**config.mk**
```make
export PLATFORM = sky130hd
export DESIGN_NAME = uart_stream_ctl
export DESIGN_NICKNAME = d
export VERILOG_FILES = /design/src/rtl/uart_stream_ctl.sv
export SDC_FILE = /design/constraint.sdc
export NUM_CORES = 1
export LEC_CHECK = 0
export ABC_AREA = 1
export BUFFER_PORTS_ARGS = -buffer_cell sky130_fd_sc_hd__buf_4
export CAP_MARGIN = 10
export CELL_PAD_IN_SITES_DETAIL_PLACEMENT = 0
export CELL_PAD_IN_SITES_GLOBAL_PLACEMENT = 2
export CORE_UTILIZATION = 36
export DETAILED_ROUTE_END_ITERATION = 8
export GPL_TIMING_DRIVEN = 0
export PLACE_DENSITY_LB_ADDON = 0.1
export RECOVER_POWER = 50
export SLEW_MARGIN = 30
export SYNTH_ARGS = -nofsm -noshare
export SYNTH_HDL_FRONTEND = slang
export SYNTH_SLANG_ARGS = --single-unit
export TNS_END_PERCENT = 100
```
**constraint.sdc**
```tcl
create_clock -name clk -period 2.35 [get_ports clk]
set_input_delay 0.47 -clock clk [delete_from_list [all_inputs] [get_ports clk]]
set_output_delay 0.47 -clock clk [all_outputs]
set_load 0.05 [all_outputs]
```
**src/rtl/uart_stream_ctl.sv**
```systemverilog
// uart_stream_ctl: FIFO-buffered UART echo / periodic "Hello, world!\r\n" sender with valid/ready output.
// Define ECHO_UPCASE_EN to convert echoed 'a'..'z' to uppercase.
module uart_stream_ctl #(
    parameter int FIFO_AW = 4,
    parameter int PERIOD  = 10000000
) (
    input  logic             clk,
    input  logic             rst,
    input  logic             mode,
    input  logic [7:0]       din,
    input  logic             din_valid,
    output logic [7:0]       dout,
    output logic             dout_valid,
    input  logic             dout_ready,
    output logic [7:0]       led,
    output logic             overflow,
    output logic [FIFO_AW:0] fifo_count
);
    localparam int DEPTH = 1 << FIFO_AW;
    localparam int TW = $clog2(PERIOD);
    localparam logic [7:0] ROM [15] = '{8'h48, 8'h65, 8'h6c, 8'h6c, 8'h6f, 8'h2c, 8'h20, 8'h77,
                                        8'h6f, 8'h72, 8'h6c, 8'h64, 8'h21, 8'h0d, 8'h0a};

    typedef enum logic {IDLE, SEND} state_t;

    state_t             state, state_nxt;
    logic [3:0]         idx, idx_nxt;
    logic               act, cur, beat, ld, tick, pop, push, drop, valid_nxt;
    logic [7:0]         data_nxt;
    logic [TW-1:0]      timer;
    logic [7:0]         mem [DEPTH];
    logic [FIFO_AW-1:0] wp, rp;

    function automatic logic [7:0] conv(input logic [7:0] b);
`ifdef ECHO_UPCASE_EN
        return (b >= 8'h61 && b <= 8'h7a) ? b - 8'h20 : b;
`else
        return b;
`endif
    endfunction

    // cur is the active mode this cycle: the mode input is only honoured when no beat is pending
    always_comb begin
        beat = dout_valid & dout_ready;
        ld = ~dout_valid | beat;
        cur = ld ? mode : act;
        tick = cur & (timer == TW'(PERIOD - 1));
        pop = ld & ~cur & (fifo_count != '0);
        push = ~cur & din_valid & ((fifo_count != (FIFO_AW + 1)'(DEPTH)) | pop);
        drop = ~cur & din_valid & ~push;
        state_nxt = state;
        idx_nxt = idx;
        valid_nxt = dout_valid;
        data_nxt = dout;
        if (!cur) begin
            state_nxt = IDLE;
            idx_nxt = '0;
            if (ld) begin
                valid_nxt = pop;
                data_nxt = pop ? conv(mem[rp]) : dout;
            end
        end else if (state == IDLE) begin
            if (ld) begin
                state_nxt = tick ? SEND : IDLE;
                valid_nxt = tick;
                data_nxt = tick ? ROM[0] : dout;
            end
        end else if (beat) begin
            state_nxt = (idx == 4'd14) ? IDLE : SEND;
            idx_nxt = (idx == 4'd14) ? 4'd0 : idx + 4'd1;
            valid_nxt = idx != 4'd14;
            data_nxt = (idx == 4'd14) ? dout : ROM[idx_nxt];
        end
    end

    always_ff @(posedge clk or posedge rst) begin
        if (rst) begin
            state <= IDLE;
            idx <= '0;
            dout <= '0;
            dout_valid <= 1'b0;
            led <= '0;
            overflow <= 1'b0;
            fifo_count <= '0;
            wp <= '0;
            rp <= '0;
            act <= 1'b0;
            timer <= '0;
        end else begin
            state <= state_nxt;
            idx <= idx_nxt;
            dout <= data_nxt;
            dout_valid <= valid_nxt;
            act <= cur;
            timer <= (cur && !tick) ? timer + 1'b1 : '0;
            if (din_valid) led <= din;
            if (drop) overflow <= 1'b1;
            if (push) wp <= wp + 1'b1;
            if (pop) rp <= rp + 1'b1;
            fifo_count <= fifo_count + (FIFO_AW + 1)'(push) - (FIFO_AW + 1)'(pop);
        end
    end

    always_ff @(posedge clk)
        if (push) mem[wp] <= din;
endmodule

```
==> flow_summary_export.csv <==
group,metric,value,unit
setup_path,path_class,"flop to flop",
timing,worstMarginPinSlew,1.00,ns
synth,yosysTopAreaCellShare,0.433,
timing,final_min_period_over_clock_period,0.963,
setup_path,setup.worst_path.end_class,"flop",
drt,totalWireLength,24000,um
grt,gr-usage-met3,0.0268,
pwr,power_leakage,0.00431,uW
setup_path,critPathArrivalTime,2.63,ns
timing,post_route_worst_setup_slack,0.0868,ns
synth,yosysMostFrequentCell,"nand2_1",
timing,count_of_final_max_slew_check_failures,0,
clock_tree,clock_sink_count,189,
finish,instances_no_fill,1323,
timing,achievable-frequency,442,MHz
place,dp.cells,1281,
floorplan,die_area,25300,sq um
finish,drive_above_1_share,0.181,
synth,syn-mean-instance-area,9.73,sq um
timing,finalHoldWorstSlack,0.348,ns
drt,route.detailed.drc,0,
synth,synth_common_cells,"nand2_1 (295), edfxtp_1 (128), nand3_1 (93), nor2_1 (75), inv_1 (74)",
synth,syn-instance-count,912,
timing,finClkSkew,0.0170,ns
drt,initialDrtViolationCount,339,
setup_path,crit_path_start_kind,"flop",
floorplan,die_width,159,um
clock_tree,cts_max_level,4,
clock_tree,worst_setup_hold_path_clk_slew,0.08,ns
drt,final_antenna_net_count,0,
floorplan,floorplan.rows,57,
clock_tree,cts.root.buffer_cell,"clkbuf_16",
timing,finalHoldViolCount,0,
drt,wire_per_inst,18.1,um
run,drv.max_cap_violation_count,0,
finish,area_overhead_of_the_layout_relative_to_synthesis,17.6,%
synth,post-synth-top-area-cell,"edfxtp_1",
synth,ys.flop_type,"edfxtp_1",
setup_path,cp_data_required_time,2.71,ns
timing,setup_viol_count_final,0,
grt,maximum_number_of_pins_on_one_net_before_global_route_repair,44,
clock_tree,clk-insertion-delay-late,0.44,ns
synth,synth.distinct_cells,35,
min_path,timing.hold.worst_path_depth,3,
synth,netlist_area,8870,sq um
synth,syn_nets,945,
floorplan,die_y,159,um
grt,global_route_wire_length_before_repair,37600,um
setup_path,rr_worst_depth,13,
finish,nNetsFinal,1019,
synth,fraction_of_synthesis_flops_using_an_asynchronous_set_or_reset_pin,0.323,
grt,grt_pass1_vias,6364,
drt,detailroute.via_count,6331,
place,place_hpwl,17100,um
place,place_ws,-0.474,ns
synth,synth_edf_count,128,
floorplan,placeableCoreArea,24200,sq um
grt,grt_usage,0.199,
synth,number_of_warning_messages_in_the_yosys_log,0,
place,place.gp.congestion,0.802,
clock_tree,total_cts_buffers,17,
setup_path,critical_path.max_fanout,6,
grt,grt.overflow.total,0,
drt,dr.pass1.iters,5,
drt,post_drt_via_cell_ratio,4.79,
synth,synth_seq_cells,189,
pwr,finalPower,11600,uW
timing,finalCriticalPeriod,2.26,ns
pwr,power_density,1110,nW/um^2
floorplan,ios,36,
synth,synth-seq-area-share,0.605,
place,io_buffers,34,
timing,grt_setup_unrepaired,"yes",
synth,ys_top_cells_by_area,"edfxtp_1 (43%), dfrtp_1 (17%), nand2_1 (12%), nand3_1 (5.2%), nor2_1 (3.2%)",
grt,global_route.peak_usage_layer,"met2",
clock_tree,clock_path_buffers,2,
pwr,peakVddDrop,430,uV
floorplan,initial_utilization,0.366,
run_status,run_status,"complete, no violations",
grt,grt_antenna_before_repair,0,
min_path,hold_class,"input port to flop",
grt,met2_usage,0.349,
grt,grt_use_met1,0.261,
finish,utilization,0.430,
timing,max_slew_margin,0.332,
clock_tree,tritoncts,"yes",
finish,n_antenna_cell,0,
==> timing repair <==
action	4_1_cts	5_1_grt
buffers inserted	8	2
hold buffers	1	0
resized for setup	6	12
endpoints found under the setup margin	3	5
hold endpoints to repair	18	0
pin swaps	4	8
==> critical path, cell delays in order, from the launching register on <==
cell and delay [ns]:
dfrtp_2 0.41, inv_2 0.08, ha_4 0.13, nand3_1 0.08, nand2_2 0.14, inv_4 0.08, ha_4 0.26, inv_2 0.04
ha_4 0.15, fa_2 0.37, a21oi_2 0.14, nor2_1 0.05, nor2_1 0.11, xor2_1 0.14
==> cell families after synthesis <==
kind of cell / count (synthesis) / synth area share
adders and majority gates: 20 / 0.0291
AOI/OAI and AO/OA: 47 / 0.0292
buffers and inverters: 108 / 0.0542
and+or+nand+nor: 531 / 0.265
DFF: 189 / 0.605
xor gates and xnor gates: 17 / 0.0168
==> through the flow <==
step,setup TNS [ns],instance area (sq um)
floorplan,-0.187,8890
finish,0,10400
CTS,0,10400
detailed placement,-3.02,9740
global placement,-123.67,9550
global route,-0.0484,10400
==> flip-flops by register name, summed over array words and instances, names as in the netlist, 4 cells and up <==
| name | flops |
|---|---|
| idx | 4 |
| rp | 4 |
| dout | 8 |
| mem | 128 |
| timer | 24 |
| led | 8 |
| wp | 4 |
| fifo_count | 5 |
==> where the power goes <==
part,switching [uW],internal [uW]
logic,3040,1360
registers,251,3940
clock network,1430,1530
==> final cells by class <==
cell class	count	area, sq um
multi-input cells	615	3180
inverters	83	315
plain buffers	24	163
clock buffers	17	425
clock inverters	15	174
well taps	324	405
repair buffers	56	393
fillers	2417	13800
flip-flops and latches	189	5380
==> layer usage <==
metal  part of all wire  vias to the layer above
li1                   -                     3153
met1               0.45                     3060
met2               0.51                      104
met3              0.031                       14
met4             0.0091                        0
met5                  0                        -
==> path summary, 6_finish.rpt <==
| path | slack (ns) | startpoint | end |
|---|---|---|---|
| setup / recovery | 0.09 | fifo_count[2] | fifo_count[4] |
| hold / removal | 0.35 | din_valid | led[7] |
| setup reg to reg | 0.09 | fifo_count[2] | fifo_count[4] |
| hold reg to reg | 0.47 | timer[0] | timer[0] |
| max in group asynchronous | 0.42 | rst | idx[0] |
| min in group asynchronous | 0.71 | rst | timer[20] |
==> layout by cell type (no fill, tap or decap), types with 9 or more instances in the layout <==
master and count:
o21ai_0 14, nor3_1 10, inv_1 69, clkbuf_16 17, edfxtp_1 128, ha_1 16, nor3_2 22, inv_2 11
nand3_1 91, buf_4 50, clkbuf_1 9, buf_2 13, a21oi_1 21, nand2_2 13, dfrtp_1 55, nand2_1 291
xor2_1 13, nor2_1 74
Note: power is estimated with default switching activity, not from simulation.
